[src/rtl/tof_irq_stamp_core.sv]
// Timestamps edges on an asynchronous ToF interrupt pin into a FIFO that sits
// behind an MMIO slot. An interrupt is raised while any timestamp is queued.
module tof_irq_stamp_core #(
    parameter int FIFO_DEPTH_BIT = 4
) (
    input  logic        clk,
    input  logic        reset,
    input  logic        cs,
    input  logic        read,
    input  logic        write,
    input  logic [4:0]  addr,
    output logic [31:0] rd_data,
    input  logic [31:0] wr_data,
    input  logic        tof_irq,
    output logic        irq
);
    localparam int DEPTH = 1 << FIFO_DEPTH_BIT;
    localparam logic [FIFO_DEPTH_BIT:0] DEPTH_CNT = (FIFO_DEPTH_BIT + 1)'(DEPTH);

    logic                      sync1_q, sync1_d, sync2_q, sync2_d, prev_q, prev_d;
    logic                      evt_q, evt_d;
    logic [31:0]               ts_q, ts_d, evt_cnt_q, evt_cnt_d;
    logic [FIFO_DEPTH_BIT-1:0] wr_ptr_q, wr_ptr_d, rd_ptr_q, rd_ptr_d;
    logic [FIFO_DEPTH_BIT:0]   count_q, count_d;
    logic                      ovf_q, ovf_d, en_q, en_d, edge_sel_q, edge_sel_d;
    logic                      irq_en_q, irq_en_d, irq_q, irq_d;
    logic [31:0]               mem_q [DEPTH];

    logic ctrl_wr, pop_wr, clr_ovf, flush, rise, fall, qual;
    logic empty, full, do_pop, do_push, ovf_set, mem_we;
    logic unused_inputs;

    assign unused_inputs = ^{read, wr_data[31:5]};

    always_comb begin
        ctrl_wr = cs & write & (addr == 5'd2);
        pop_wr  = cs & write & (addr == 5'd3);
        clr_ovf = ctrl_wr & wr_data[3];
        flush   = ctrl_wr & wr_data[4];

        // The edge detector runs regardless of enable so re-enabling never
        // sees a stale level difference.
        rise = sync2_q & ~prev_q;
        fall = ~sync2_q & prev_q;
        qual = en_q & (edge_sel_q ? rise : fall);

        empty   = (count_q == '0);
        full    = (count_q == DEPTH_CNT);
        do_pop  = pop_wr & ~empty;
        do_push = evt_q & (~full | do_pop);
        ovf_set = evt_q & full & ~do_pop;
        mem_we  = do_push & ~flush;

        sync1_d    = tof_irq;
        sync2_d    = sync1_q;
        prev_d     = sync2_q;
        evt_d      = qual;
        ts_d       = ts_q + 32'd1;
        evt_cnt_d  = evt_cnt_q + {31'd0, evt_q};
        wr_ptr_d   = wr_ptr_q;
        rd_ptr_d   = rd_ptr_q;
        count_d    = count_q;
        ovf_d      = ovf_q;
        en_d       = en_q;
        edge_sel_d = edge_sel_q;
        irq_en_d   = irq_en_q;

        if (flush) begin
            wr_ptr_d = '0;
            rd_ptr_d = '0;
            count_d  = '0;
        end else begin
            if (do_push) wr_ptr_d = wr_ptr_q + 1'b1;
            if (do_pop)  rd_ptr_d = rd_ptr_q + 1'b1;
            case ({do_push, do_pop})
                2'b10:   count_d = count_q + 1'b1;
                2'b01:   count_d = count_q - 1'b1;
                default: count_d = count_q;
            endcase
        end

        if (ovf_set)      ovf_d = 1'b1;
        else if (clr_ovf) ovf_d = 1'b0;

        if (ctrl_wr) begin
            en_d       = wr_data[0];
            edge_sel_d = wr_data[1];
            irq_en_d   = wr_data[2];
        end

        // Registered so the pin never sees a combinational glitch.
        irq_d = irq_en_d & (count_d != '0);
    end

    always_ff @(posedge clk or negedge reset) begin
        if (!reset) begin
            sync1_q    <= 1'b0;
            sync2_q    <= 1'b0;
            prev_q     <= 1'b0;
            evt_q      <= 1'b0;
            ts_q       <= '0;
            evt_cnt_q  <= '0;
            wr_ptr_q   <= '0;
            rd_ptr_q   <= '0;
            count_q    <= '0;
            ovf_q      <= 1'b0;
            en_q       <= 1'b0;
            edge_sel_q <= 1'b0;
            irq_en_q   <= 1'b0;
            irq_q      <= 1'b0;
        end else begin
            sync1_q    <= sync1_d;
            sync2_q    <= sync2_d;
            prev_q     <= prev_d;
            evt_q      <= evt_d;
            ts_q       <= ts_d;
            evt_cnt_q  <= evt_cnt_d;
            wr_ptr_q   <= wr_ptr_d;
            rd_ptr_q   <= rd_ptr_d;
            count_q    <= count_d;
            ovf_q      <= ovf_d;
            en_q       <= en_d;
            edge_sel_q <= edge_sel_d;
            irq_en_q   <= irq_en_d;
            irq_q      <= irq_d;
        end
    end

    // Storage is qualified by the pointers, so it needs no reset.
    always_ff @(posedge clk) begin
        if (mem_we) mem_q[wr_ptr_q] <= ts_q;
    end

    always_comb begin
        case (addr)
            5'd0:    rd_data = empty ? 32'd0 : mem_q[rd_ptr_q];
            5'd1:    rd_data = {16'd0, 8'(count_q), 5'd0, ovf_q, full, empty};
            5'd2:    rd_data = {29'd0, irq_en_q, edge_sel_q, en_q};
            5'd3:    rd_data = ts_q;
            5'd4:    rd_data = evt_cnt_q;
            default: rd_data = 32'd0;
        endcase
    end

    assign irq = irq_q;

endmodule

[config.mk]
export PLATFORM = sky130hd
export DESIGN_NAME = tof_irq_stamp_core
export DESIGN_NICKNAME = d
export VERILOG_FILES = /design/src/rtl/tof_irq_stamp_core.sv
export SDC_FILE = /design/constraint.sdc
export NUM_CORES = 1
export LEC_CHECK = 0
export BUFFER_PORTS_ARGS = -buffer_cell sky130_fd_sc_hd__buf_2
export CELL_PAD_IN_SITES_DETAIL_PLACEMENT = 0
export CELL_PAD_IN_SITES_GLOBAL_PLACEMENT = 1
export CORE_ASPECT_RATIO = 0.5
export CORE_MARGIN = 2
export CORE_UTILIZATION = 50
export DETAILED_ROUTE_END_ITERATION = 16
export PLACE_DENSITY = 0.81
export SYNTH_ARGS = -nofsm -noshare
export SYNTH_HDL_FRONTEND = slang
export SYNTH_SLANG_ARGS = --single-unit
[constraint.sdc]
create_clock -name clk -period 4 [get_ports clk]
set_clock_uncertainty 0.2 [all_clocks]
set_input_delay 0 -clock clk [delete_from_list [all_inputs] [get_ports clk]]
set_output_delay 0 -clock clk [all_outputs]
set_load 0.01 [all_outputs]
# Yosys cells after proc, flatten, opt, wreduce, memory -nomap -nowiden
# Memories as Yosys holds them, arrays and structs flattened.
# Cells that the tools add are included.
# word_totals
ram_bits	512
reg_bits	86
latch_bits	0
inputBits	43
out_inout_bits	33
mem_count	1
word_cells	69
rom_bits	0
# op_classes
mux	14
n_eq_ne	7
div	0
shift	0
order_cmp	0
bitwise_logic	21
n_addsub	6
mul	0
reduce_logical	6
# mem_list
memory	words	width	rd	rd_clocked_by_memory_dff	wr	line_no	text
mem_q	16	32	1	0	1	27	logic [31:0] mem_q [DEPTH];
# op_table
operator	count
case mux 32 bit (5 select lines)	1
adder 32 x 1 -> 32 bit	1
adder 32 x 1 -> 32 bit, second input constant	1
two-way mux 32 bit	1
two-way mux 4 bit	4
AND 1 bit	14
== test 5 x 2 -> 1 bit, second input constant	2
logical NOT 5 bit	2
case mux 5 bit (2 select lines)	1
adder 4 x 1 -> 4 bit, second input constant	2
two-way mux 1 bit	6
inverter 1 bit	6
nonzero test 2 bit	3
adder 5 x 1 -> 5 bit, second input constant	1
== test 5 x 1 -> 1 bit, second input constant	1
== test 5 x 3 -> 1 bit, second input constant	1
== test 5 bit, second input constant	1
two-way mux 5 bit	1
nonzero test 5 bit	1
subtractor 5 x 1 -> 5 bit, second input constant	1
== test 2 x 1 -> 1 bit, second input constant	1
== test 2 bit, second input constant	1
bitwise OR 1 bit	1

# Depth between registers and ports, before layout
# logic_depth
word_depth	10
mapped_depth	14
ltp_nobuf	12

# Worst setup path before layout
# No wires, ideal clock.
# synth_path
path_kind	register -> register
from	reg count_q[0]
to	reg irq_q, in the netlist irq
required_time_ns	3.659
slack_ns	0.580
t_arrival_ns	3.079
synth_period_minus_slack_ns	3.420
setup_ns	0.141
path_stages_with_launch	15
n_path_buf	3
cell_sequence	dfrtp_1 > clkbuf_1 > nor4_1 > nand2_1 > o21ai_1 > buf_2 > ha_1 > clkbuf_1 > xor2_1 > ha_1 > or3b_2 > o2111ai_1 > a21oi_1 > xnor2_1 > a41oi_1
# synth_between
elab_chain_len	10
elab_cells_between_ends	15
cone_classes	add/sub: 2; eq/ne: 3; mux: 2; bitwise: 6; reduce/logical: 2
# synth_lines
element	line_no	text
from (decl)	24	logic [FIFO_DEPTH_BIT:0] count_q, count_d;
from (signal assigned)	120	count_q <= count_d;
logical NOT 5 bit	47	empty = (count_q == '0);
inverter 1 bit	49	do_pop = pop_wr & ~empty;
AND 1 bit	49	
bitwise OR 1 bit	50	do_push = evt_q & (~full | do_pop);
AND 1 bit	50	
== test 2 x 1 -> 1 bit or == test 2 bit (tied branches)	75	case ({do_push, do_pop})
case mux 5 bit (2 select lines) (*)	75	
two-way mux 5 bit (*)	68	if (flush) begin
nonzero test 5 bit (*)	92	irq_d = irq_en_d & (count_d != '0);
AND 1 bit (*)	92	
named net irq_d	26	logic irq_en_q, irq_en_d, irq_q, irq_d;
to (signal assigned)	125	irq_q <= irq_d;
to (decl)	26	
# Mark *: on every way through the listed nets, which the timed path passes. The rest lies on a longest branch.
# A chain may end at the register's enable or synchronous reset.

# Final worst setup path
# layout_path
from	in write
to	reg irq_q, in the netlist irq
# layout_between
elab_chain_len	10
elab_cells_between_ends	14
cone_classes	eq/ne: 2; mux: 3; bitwise: 8; reduce/logical: 1
# layout_lines
element	line_no	text
from (decl)	10	input logic write,
AND 1 bit (*)	36, 37	
AND 1 bit	37	pop_wr = cs & write & (addr == 5'd3);
AND 1 bit	49	
bitwise OR 1 bit	50	
AND 1 bit	50	
== test 2 x 1 -> 1 bit or == test 2 bit (tied branches)	75	
case mux 5 bit (2 select lines)	75	
two-way mux 5 bit	68	
nonzero test 5 bit	92	
AND 1 bit (*)	92	
named net irq_d	26	
# Marks and branches as above.

==> run metrics <==
status=finished, final reports clean; number of buffers and inverters on the critical path=5; post-synthesis xor/xnor area fraction=0.02575; IO buf count=47; CTS max path bufs=3; Starting Density=0.5071; Clk pwr share=0.390; initial antenna violation count=0; Synth Area in Adders=0.005782; ys flop type=edfxtp_1; first-pass GRT wire length=between 70,000 and 80,000 µm; sequential cell area fraction in the yosys report=0.7363; Simple-Gate Fraction of Synth Area=0.03837; largest area contributor in the netlist=edfxtp_1; routed wire length=52,970 µm; Root Buffer Master=clkbuf_16; core area=46,950 µm²; Cells after Synth=1,197; die area=49,480 µm²; # diodes=0; Slowest-stage cell, CP=dlygate4sd3_1; slowest stage delay, CP=around 0.61 ns; delay-heaviest family, CP=buffers and inverters; crit path time final=between 3 and 4 ns; Setup crit end kind=register; EDFF count, synth=512; peak supply drop=around 270 µV; Post-DP HPWL=30,220 µm; count of warnings emitted by yosys=0; crit path DAT=3.98 ns; Critical Path RT=4.22 ns; fill cell count=3,327; commonest non-fill, non-tap cell in the layout=edfxtp_1; syn nets=~1,300; Least-Margin Pin Slew=about 1.1 ns; Die X=approximately 310 µm; Worst Setup EP=irq; Pint=approximately 10 mW; Layout Utilization=0.5788; Reg2Reg Setup Slack=0.60 ns; P_leak=9.235 nW; number of synthesized register bits=598; CTS H-Tree Depth=2; Slew Limit Fails=0; Net count, final=~1,400; Final ANT Viol Nets=0; Post-synth ARST share=0.1438; 1st-iter DRT viols=between 1,500 and 2,000; most used cell, CP=dlygate4sd3_1; Setup Total Neg Slack=0 ns; share of layout cells above drive strength 1=0.2729; WP depth=16; Final Instance Area=27,170 µm²; Layout area overhead=14.13%; mapped cell area=~24,000 µm²; num rows=56; RePlAce Congestion=0.8123; GR Util All Layers=0.2193; vias in the first global route=roughly 12,000; num ports=76; top-area cell type share of the netlist area=0.6459; vias per cell=6.062; Rel. slew slack=0.2486; Final Hold Vio Count=0; RSZ-0062 raised after global routing=no; mux contribution to synthesized area=0.1532; worst-path maximum fanout=8; CTS sink count=598; DRC violations left=0; worst path cell trace=dlygate4sd3_1 -> buf_2 -> nand2_1 -> dlygate4sd3_1 -> nor3_2 -> dlygate4sd3_1 -> nand2_1 -> inv_4 -> ha_4 -> xor2_1 -> ha_1 -> or3b_2 -> o2111ai_1 -> a21oi_1 -> xnor2_1 -> a41oi_1; crit path kind=input port to register; switching share of power=0.2132; Worst-path clk slew=0.07 ns; r2r worst-path depth=13; total global routing overflow=0; cell area power density=approximately 470 nW/µm²; Netlist cell types=48; Max Freq=265.8 MHz; Switching Power=roughly 2.7 mW; Combinational Power Share=0.066; number of buffers created by CTS=52; most frequent cells in the layout=edfxtp_1 (512), mux4_2 (160), dfrtp_1 (82); reg2reg end=irq; vias=around 12,000; largest cells by area after synthesis=edfxtp_1 (65%), mux4_2 (15%), dfrtp_1 (9.0%); CTS tree=yes; Hold Crit Class=input port to register; Syn Area/Cell=19.89 µm²; Die H=158.3 µm; post-DR wirelength/cell=26.62 µm; largest net degree at the start of global routing=59; post-CTS setup buffer count=0; reg2reg start=count_q[1]; DR pass1 iterations=6; fraction of the mapped netlist area in compound gates=0.02244; crit path launch=write; Clk Latency, worst-skew pair=0.58 ns; Finish-stage setup viols=0; Seq pwr share=0.544; number of max-cap violations=0; critical path startpoint category=input port; Area after DPL=between 20,000 and 30,000 µm²; Tcrit/Tclk final=0.9405; largest family of logic cells by synthesized area=multiplexers
## cell usage after synthesis, types with 2 or more instances
cell	count
or3_1	2
and2_1	12
xor2_1	15
nand3_1	33
nor4_2	2
ha_1	11
buf_1	7
mux2i_1	2
nor3_2	2
nand2_1	36
o21ai_0	17
nor2_1	34
mux2_2	2
a22oi_1	24
dfrtp_1	86
and3_1	13
clkbuf_1	29
a222oi_1	7
buf_2	13
o21ai_1	18
and4_1	4
nand4_1	20
inv_1	45
mux4_2	160
buf_4	2
a21oi_1	6
xnor2_1	55
buf_6	4
nor3_1	6
edfxtp_1	512
## flip-flops by register name (all words and copies together), names as in the netlist
| name | cells |
|---|---|
| mem_q | 512 |
| evt_cnt_q | 32 |
| ts_q | 32 |
| count_q | 5 |
| rd_ptr_q | 4 |
| wr_ptr_q | 4 |
| edge_sel_q | 1 |
| en_q | 1 |
| evt_q | 1 |
| irq | 1 |
| irq_en_q | 1 |
| ovf_q | 1 |
| prev_d | 1 |
| prev_q | 1 |
| sync1_q | 1 |
## final cells by class
cell class / instances / area (µm²) / area share
Sequential cell: 598 / 17540 / 0.6455
Clock inverter: 24 / 206.4 / 0.007598
Inverter: 45 / 171.4 / 0.006309
Clock buffer: 71 / 1474 / 0.05425
Multi-Input combinational cell: 498 / 5904 / 0.2173
Timing Repair Buffer: 116 / 1079 / 0.03970
Tap cell: 638 / 798.3 / 0.02938
## metal layers
layer  vias to the layer above  part of all wire  global-route usage
met2                       500              0.48              0.3538
met4                         0             0.022             0.06106
met3                        87             0.082             0.04285
met1                      6399              0.41              0.3107
li1                       5078                 -                   -
met5                         -                 0                   0
## worst min path at each step
stage               startpoint         end  slack [ns]  cells past startpoint
floorplan                reset  count_q[0]       -0.50                      0
global placement       tof_irq     sync1_q       -0.09                      1
detailed placement     tof_irq     sync1_q       -0.09                      1
CTS                    addr[0]  count_q[1]        0.02                      4
global route           addr[0]  count_q[1]        0.09                      4
finish                 addr[0]  count_q[1]        0.07                      4
## through the flow
| step | power, mW | setup slack, ns | cells | hold slack [ns] |
|---|---|---|---|---|
| 2_1_floorplan | 7.590 | 0.5804 | 1197 | -0.4956 |
| 3_3_place_gp | 7.812 | 0.5904 | 1873 | -0.09009 |
| 3_5_place_dp | 7.840 | 0.5127 | 1873 | -0.09018 |
| 4_1_cts | 12.75 | 0.1288 | 1990 | 0.02037 |
| 5_1_grt | 13.06 | 0.003175 | 1990 | 0.09467 |
| 6_report | 12.67 | 0.2380 | 1990 | 0.06705 |
## logic make-up after synthesis
kind of cell             Yosys count
AND/OR/NAND/NOR                  172
XOR/XNOR                          70
multiplexers                     164
flip-flops                       598
AO/OA/AOI/OAI                     81
adder cells (fa/ha/maj)           11
buffers and inverters            101
## worst min-delay path, cell delays in order
cell    delay, ns
buf_2        0.12
nor3_2       0.09
and2_1       0.40
nor2_1       0.18
## repair_timing
action / 4_1_cts / 5_1_grt
hold endpoints to repair: 77 / 0
resized for setup: 0 / 4
setup endpoints to repair: 0 / 2
hold buffers: 22 / 0
## power groups by stage
stage	combinational [mW]	sequential, mW	clock, mW
2_1_floorplan	0.657	6.93	0
3_3_place_gp	0.799	7.01	0
4_1_cts	0.847	6.89	5.02
6_report	0.838	6.89	4.94
3_5_place_dp	0.818	7.02	0
5_1_grt	0.913	6.90	5.25
No activity file was read; power rests on OpenSTA's default activity.
